### src/rtl/alu_cmp_pipe.sv
// Pipelined compare/select unit (SLT/SLTU/EQ/NE/SGE/SGEU, signed/unsigned MIN/MAX) with tag passthrough.
// Latency LAT cycles; global stall: every stage holds while the output is stalled, in_ready = !out_valid || out_ready.
module alu_cmp_pipe #(
   parameter int WIDTH = 32,
   parameter int LAT   = 2,
   parameter int TAG_W = 5
) (
   input  logic             clk,
   input  logic             rst,
   input  logic             in_valid,
   output logic             in_ready,
   input  logic [3:0]       op,
   input  logic [WIDTH-1:0] rs1,
   input  logic [WIDTH-1:0] rs2,
   input  logic [TAG_W-1:0] in_tag,
   output logic             out_valid,
   input  logic             out_ready,
   output logic [WIDTH-1:0] rd,
   output logic [TAG_W-1:0] out_tag,
   output logic             illegal
);

   typedef struct packed {
      logic             vld;
      logic             ill;
      logic [TAG_W-1:0] tag;
      logic [WIDTH-1:0] dat;
   } stage_t;

   localparam logic [WIDTH-2:0] ZPAD = '0;

   stage_t     stg [LAT];
   stage_t     nxt;
   logic       advance;
   logic       lt_s;
   logic       lt_u;
   logic       eq;

   assign lt_s = $signed(rs1) < $signed(rs2);
   assign lt_u = rs1 < rs2;
   assign eq   = rs1 == rs2;

   assign advance  = !stg[LAT-1].vld || out_ready;
   assign in_ready = advance;

   // Ties on min/max resolve to rs1.
   always_comb begin
      nxt     = '0;
      nxt.vld = in_valid;
      nxt.tag = in_tag;
      case (op)
         4'd0:    nxt.dat = {ZPAD, lt_s};
         4'd1:    nxt.dat = {ZPAD, lt_u};
         4'd2:    nxt.dat = {ZPAD, eq};
         4'd3:    nxt.dat = {ZPAD, !eq};
         4'd4:    nxt.dat = {ZPAD, !lt_s};
         4'd5:    nxt.dat = {ZPAD, !lt_u};
         4'd6:    nxt.dat = (lt_s || eq) ? rs1 : rs2;
         4'd7:    nxt.dat = lt_s ? rs2 : rs1;
         4'd8:    nxt.dat = (lt_u || eq) ? rs1 : rs2;
         4'd9:    nxt.dat = lt_u ? rs2 : rs1;
         default: nxt.ill = 1'b1;
      endcase
      // Bubbles carry all-zero payload so rd reads 0 whenever out_valid is low.
      if (!in_valid) begin
         nxt = '0;
      end
   end

   always_ff @(posedge clk or posedge rst) begin
      if (rst) begin
         for (int i = 0; i < LAT; i++) begin
            stg[i] <= '0;
         end
      end else if (advance) begin
         stg[0] <= nxt;
         for (int i = 1; i < LAT; i++) begin
            stg[i] <= stg[i-1];
         end
      end
   end

   assign out_valid = stg[LAT-1].vld;
   assign rd        = stg[LAT-1].dat;
   assign out_tag   = stg[LAT-1].tag;
   assign illegal   = stg[LAT-1].ill;

endmodule

### config.mk
export PLATFORM = sky130hd
export DESIGN_NAME = alu_cmp_pipe
export DESIGN_NICKNAME = d
export VERILOG_FILES = /design/src/rtl/alu_cmp_pipe.sv
export SDC_FILE = /design/constraint.sdc
export NUM_CORES = 1
export LEC_CHECK = 0
export CAP_MARGIN = 25
export CORE_ASPECT_RATIO = 1.1
export CORE_MARGIN = 4
export CORE_UTILIZATION = 45
export DETAILED_ROUTE_END_ITERATION = 7
export PLACE_DENSITY = 0.81
export SLEW_MARGIN = 20
export SYNTH_ARGS = -nofsm -noshare
export SYNTH_HDL_FRONTEND = slang
export SYNTH_SLANG_ARGS = --single-unit
### constraint.sdc
create_clock -name clk -period 2.65 [get_ports clk]
set_clock_uncertainty 0.15 [all_clocks]
set_input_delay 0.265 -clock clk [delete_from_list [all_inputs] [get_ports clk]]
set_output_delay 0.265 -clock clk [all_outputs]
set_load 0.03 [all_outputs]
==> metrics.yaml <==
grt:
  antenna_found_initial: 1
  track_usage_pct: 25.4
  grt_pass1_wl_um: 26100
  grt_max_degree: 78
  grt_overflow: 0
  grt_pass1_vias: 5020
worst_setup_path:
  critPathKind: "in -> reg"
  crit_family: "compound AO/OA/AOI/OAI gates"
  cp-end-kind: "flip-flop"
  slowest_stage: "or3_4"
  reg2reg_to: "stg[40]"
  worstPathCellList: "buf_8 -> ha_4 -> nand4_1 -> buf_4 -> or3_4 -> a21oi_4 -> o31a_1 -> buf_4 -> buf_6 -> nor3_2 -> o21ai_1 -> a21oi_2 -> buf_4 -> buf_8 -> a221o_1"
  max_stage_delay_ps: 390
  crit_path_frequent_cell: "buf_4"
  cp.arrival_ps: 3030
  worstRegToRegCells: 7
  startpoint_type: "input port"
  crit_fanout: 7
  rr_startpoint: "out_valid"
  cp-startpoint: "rs1[15]"
  rrSetupSlack_ps: 550
  cp.required_ps: 2710
  crit_buf_inv: 6
placed_design:
  dpl.cell_count: 836
  placed_area_mm2: 0.00694
  place_congestion: 0.954
  hpwl_um: 11100
  portBuffers: 116
finish:
  post-route-util_pct: 74.1
  fin_nets: 840
  layout_common_cells: "nand2_1 (150), dfrtp_1 (78), buf_4 (77)"
  drive_above_1_share_pct: 32.9
  synthToLayoutAreaGrowth_pct: 60.1
  final_cells: 884
  post-route-cell-area_mm2: 0.00816
  mostFrequentLayoutCell: "nand2_1"
synthesis:
  seq_area_frac_synth_pct: 38.3
  synth_cell_types: 46
  synth_area_mm2: 0.00510
  synth-seq-cells: 78
  ys.flop_type: "dfrtp_1"
  syn_nets: 685
  avgSynthCellArea_um2: 8.85
  yosysWarnings: 0
  synth_edf_count: 0
  async_flop_share_pct: 100
  synth_cells: 576
min_path:
  min_delay_worst_endpoint: "stg[51]"
  hp-class: "in -> reg"
  hold_depth: 2
  hp-start: "rs2[12]"
sta:
  finalSetupViolations: 32
  finalCritPeriodShare_pct: 112
  tightest_slew_ps: 781
  hold_viol_final: 0
  layout_setup_ws_ps: -320
  relSlewSlack_pct: 47.9
  min_period_ps: 2970
  maxSlewViolCount: 0
  max_freq_ghz: 0.337
  fin_hold_ws_ps: 29.9
  rsz0062_at_grt: "true"
pwr:
  seq_power_share_pct: 34.0
  switching_share_pct: 31.5
  clkPwrFrac_pct: 34.9
  switchingPower_w: 0.00121
  p_int_w: 0.00264
  p_leak_nw: 3.76
  combPwrFrac_pct: 31.1
  power_density_mw_per_mm2: 472
  finalPower_w: 0.00385
  irDropWorstVdd_v: 0.000432
drt:
  via_per_inst: 5.86
  route.detailed.drc: 0
  first_pass_iters: 5
  wl_per_cell_um: 21.5
  vias: 5177
  drt_iter0_markers: 458
  drtAntennaViolNets: 0
  drt-total-wl_um: 19000
clocking:
  clkLatencyLatePin_ps: 340
  clkTransAtPathRegs_ps: 70
  clockBufferDepth: 2
  clock_sinks: 78
  htreeDepth: 3
  cts_tree: "yes"
  cts_buffers: 9
  cts-root-buf: "clkbuf_16"
  postCtsHoldBufs: 0
job:
  drv_cap: 0
run_status:
  violations: "setup timing"
  status: "complete, but fails checks"
floorplanning:
  rows: 40
  ios: 117
  fp.dieW_um: 109
  die_area_mm2: 0.0131
  start_util_pct: 46.3
  core_mm2: 0.0110
  die_h_um: 120
metrics by stage:
step | worst slack (ps) | TNS, ps
2_1_floorplan | -5.05 | -48.8
3_3_place_gp | -727 | -22910
3_5_place_dp | -860 | -25790
4_1_cts | -128 | -2580
5_1_grt | -387 | -11010
6_report | -320 | -8680
how the worst max path moves through the flow:
stage              end  slack (ps)  cells past startpoint
3_5_place_dp   stg[41]        -860                     12
5_1_grt        stg[51]        -390                     15
6_report       stg[56]        -320                     15
3_3_place_gp   stg[40]        -730                     12
2_1_floorplan  stg[50]          -5                     12
4_1_cts        stg[68]        -130                     15
Yosys cell counts, drive strengths merged, types with 2 or more instances:
cell type | instances | area (um^2)
inv | 68 | 255
a221o | 32 | 320
a2111oi | 31 | 459
buf | 48 | 354
o211ai | 3 | 22.5
nor2 | 9 | 50.1
o21ai | 14 | 70.1
nor2b | 2 | 12.5
dfrtp | 78 | 1950
nor4 | 4 | 31.3
mux2i | 3 | 42.5
a21oi | 25 | 125
a21o | 2 | 15.0
clkbuf | 24 | 90.1
nand2 | 155 | 582
nand4 | 9 | 62.6
nand3 | 11 | 55.1
o311ai | 3 | 26.3
nor3 | 6 | 30.0
ha | 32 | 400
nand2b | 2 | 12.5
and3 | 2 | 12.5
cells by family (layout without fill, tap and decap cells):
logic type | Yosys count | after routing | share of synthesized area, %
adders and majority gates | 32 | 32 | 7.85
muxes | 3 | 3 | 0.834
AOI/OAI and AO/OA | 118 | 118 | 21.9
other | 0 | 1 | 0
xor gates and xnor gates | 2 | 2 | 0.344
and+or+nand+nor | 203 | 203 | 17.1
buffers and inverters | 140 | 300 | 13.7
DFF | 78 | 78 | 38.3
per-layer routing:
| metal | share of wire [%] | wire length (um) | vias up | track usage [%] |
|---|---|---|---|---|
| met5 | 0 | 0 | - | 0 |
| met4 | 6.3 | 1190 | 0 | 14.4 |
| met3 | 7.3 | 1380 | 100 | 3.17 |
| met2 | 50 | 9440 | 303 | 42.9 |
| met1 | 37 | 6970 | 2490 | 30.9 |
| li1 | - | - | 2284 | - |
sequential cells by signal, indices dropped and copies added, names as in the netlist:
name	count
illegal	1
rd	32
out_tag	5
stg	39
out_valid	1
power groups by stage:
| stage | combinational [W] | clock, W | sequential [W] |
|---|---|---|---|
| floorplan | 0.000572 | 0 | 0.00132 |
| global placement | 0.000926 | 0 | 0.00132 |
| detailed placement | 0.000949 | 0 | 0.00132 |
| CTS | 0.00108 | 0.00135 | 0.00130 |
| global route | 0.00126 | 0.00141 | 0.00131 |
| finish | 0.00120 | 0.00135 | 0.00131 |
final cells by class:
| cell class | instances | area, um^2 |
|---|---|---|
| multi-input combinational | 358 | 3270 |
| fill | 702 | 2850 |
| timing repair buffer | 216 | 2140 |
| sequential | 78 | 1950 |
| inverter | 68 | 282 |
| clock buffer | 11 | 243 |
| tap | 147 | 184 |
| clock inverter | 5 | 82.6 |
| antenna | 1 | 2.50 |
what timing repair did:
item                                    CTS  global route
pin swaps                                44            33
cloned                                    3             5
gates resized for setup                 166            64
buffers inserted                         11            15
endpoints found under the setup margin   32            32
No activity file was read; power rests on OpenSTA's default activity.
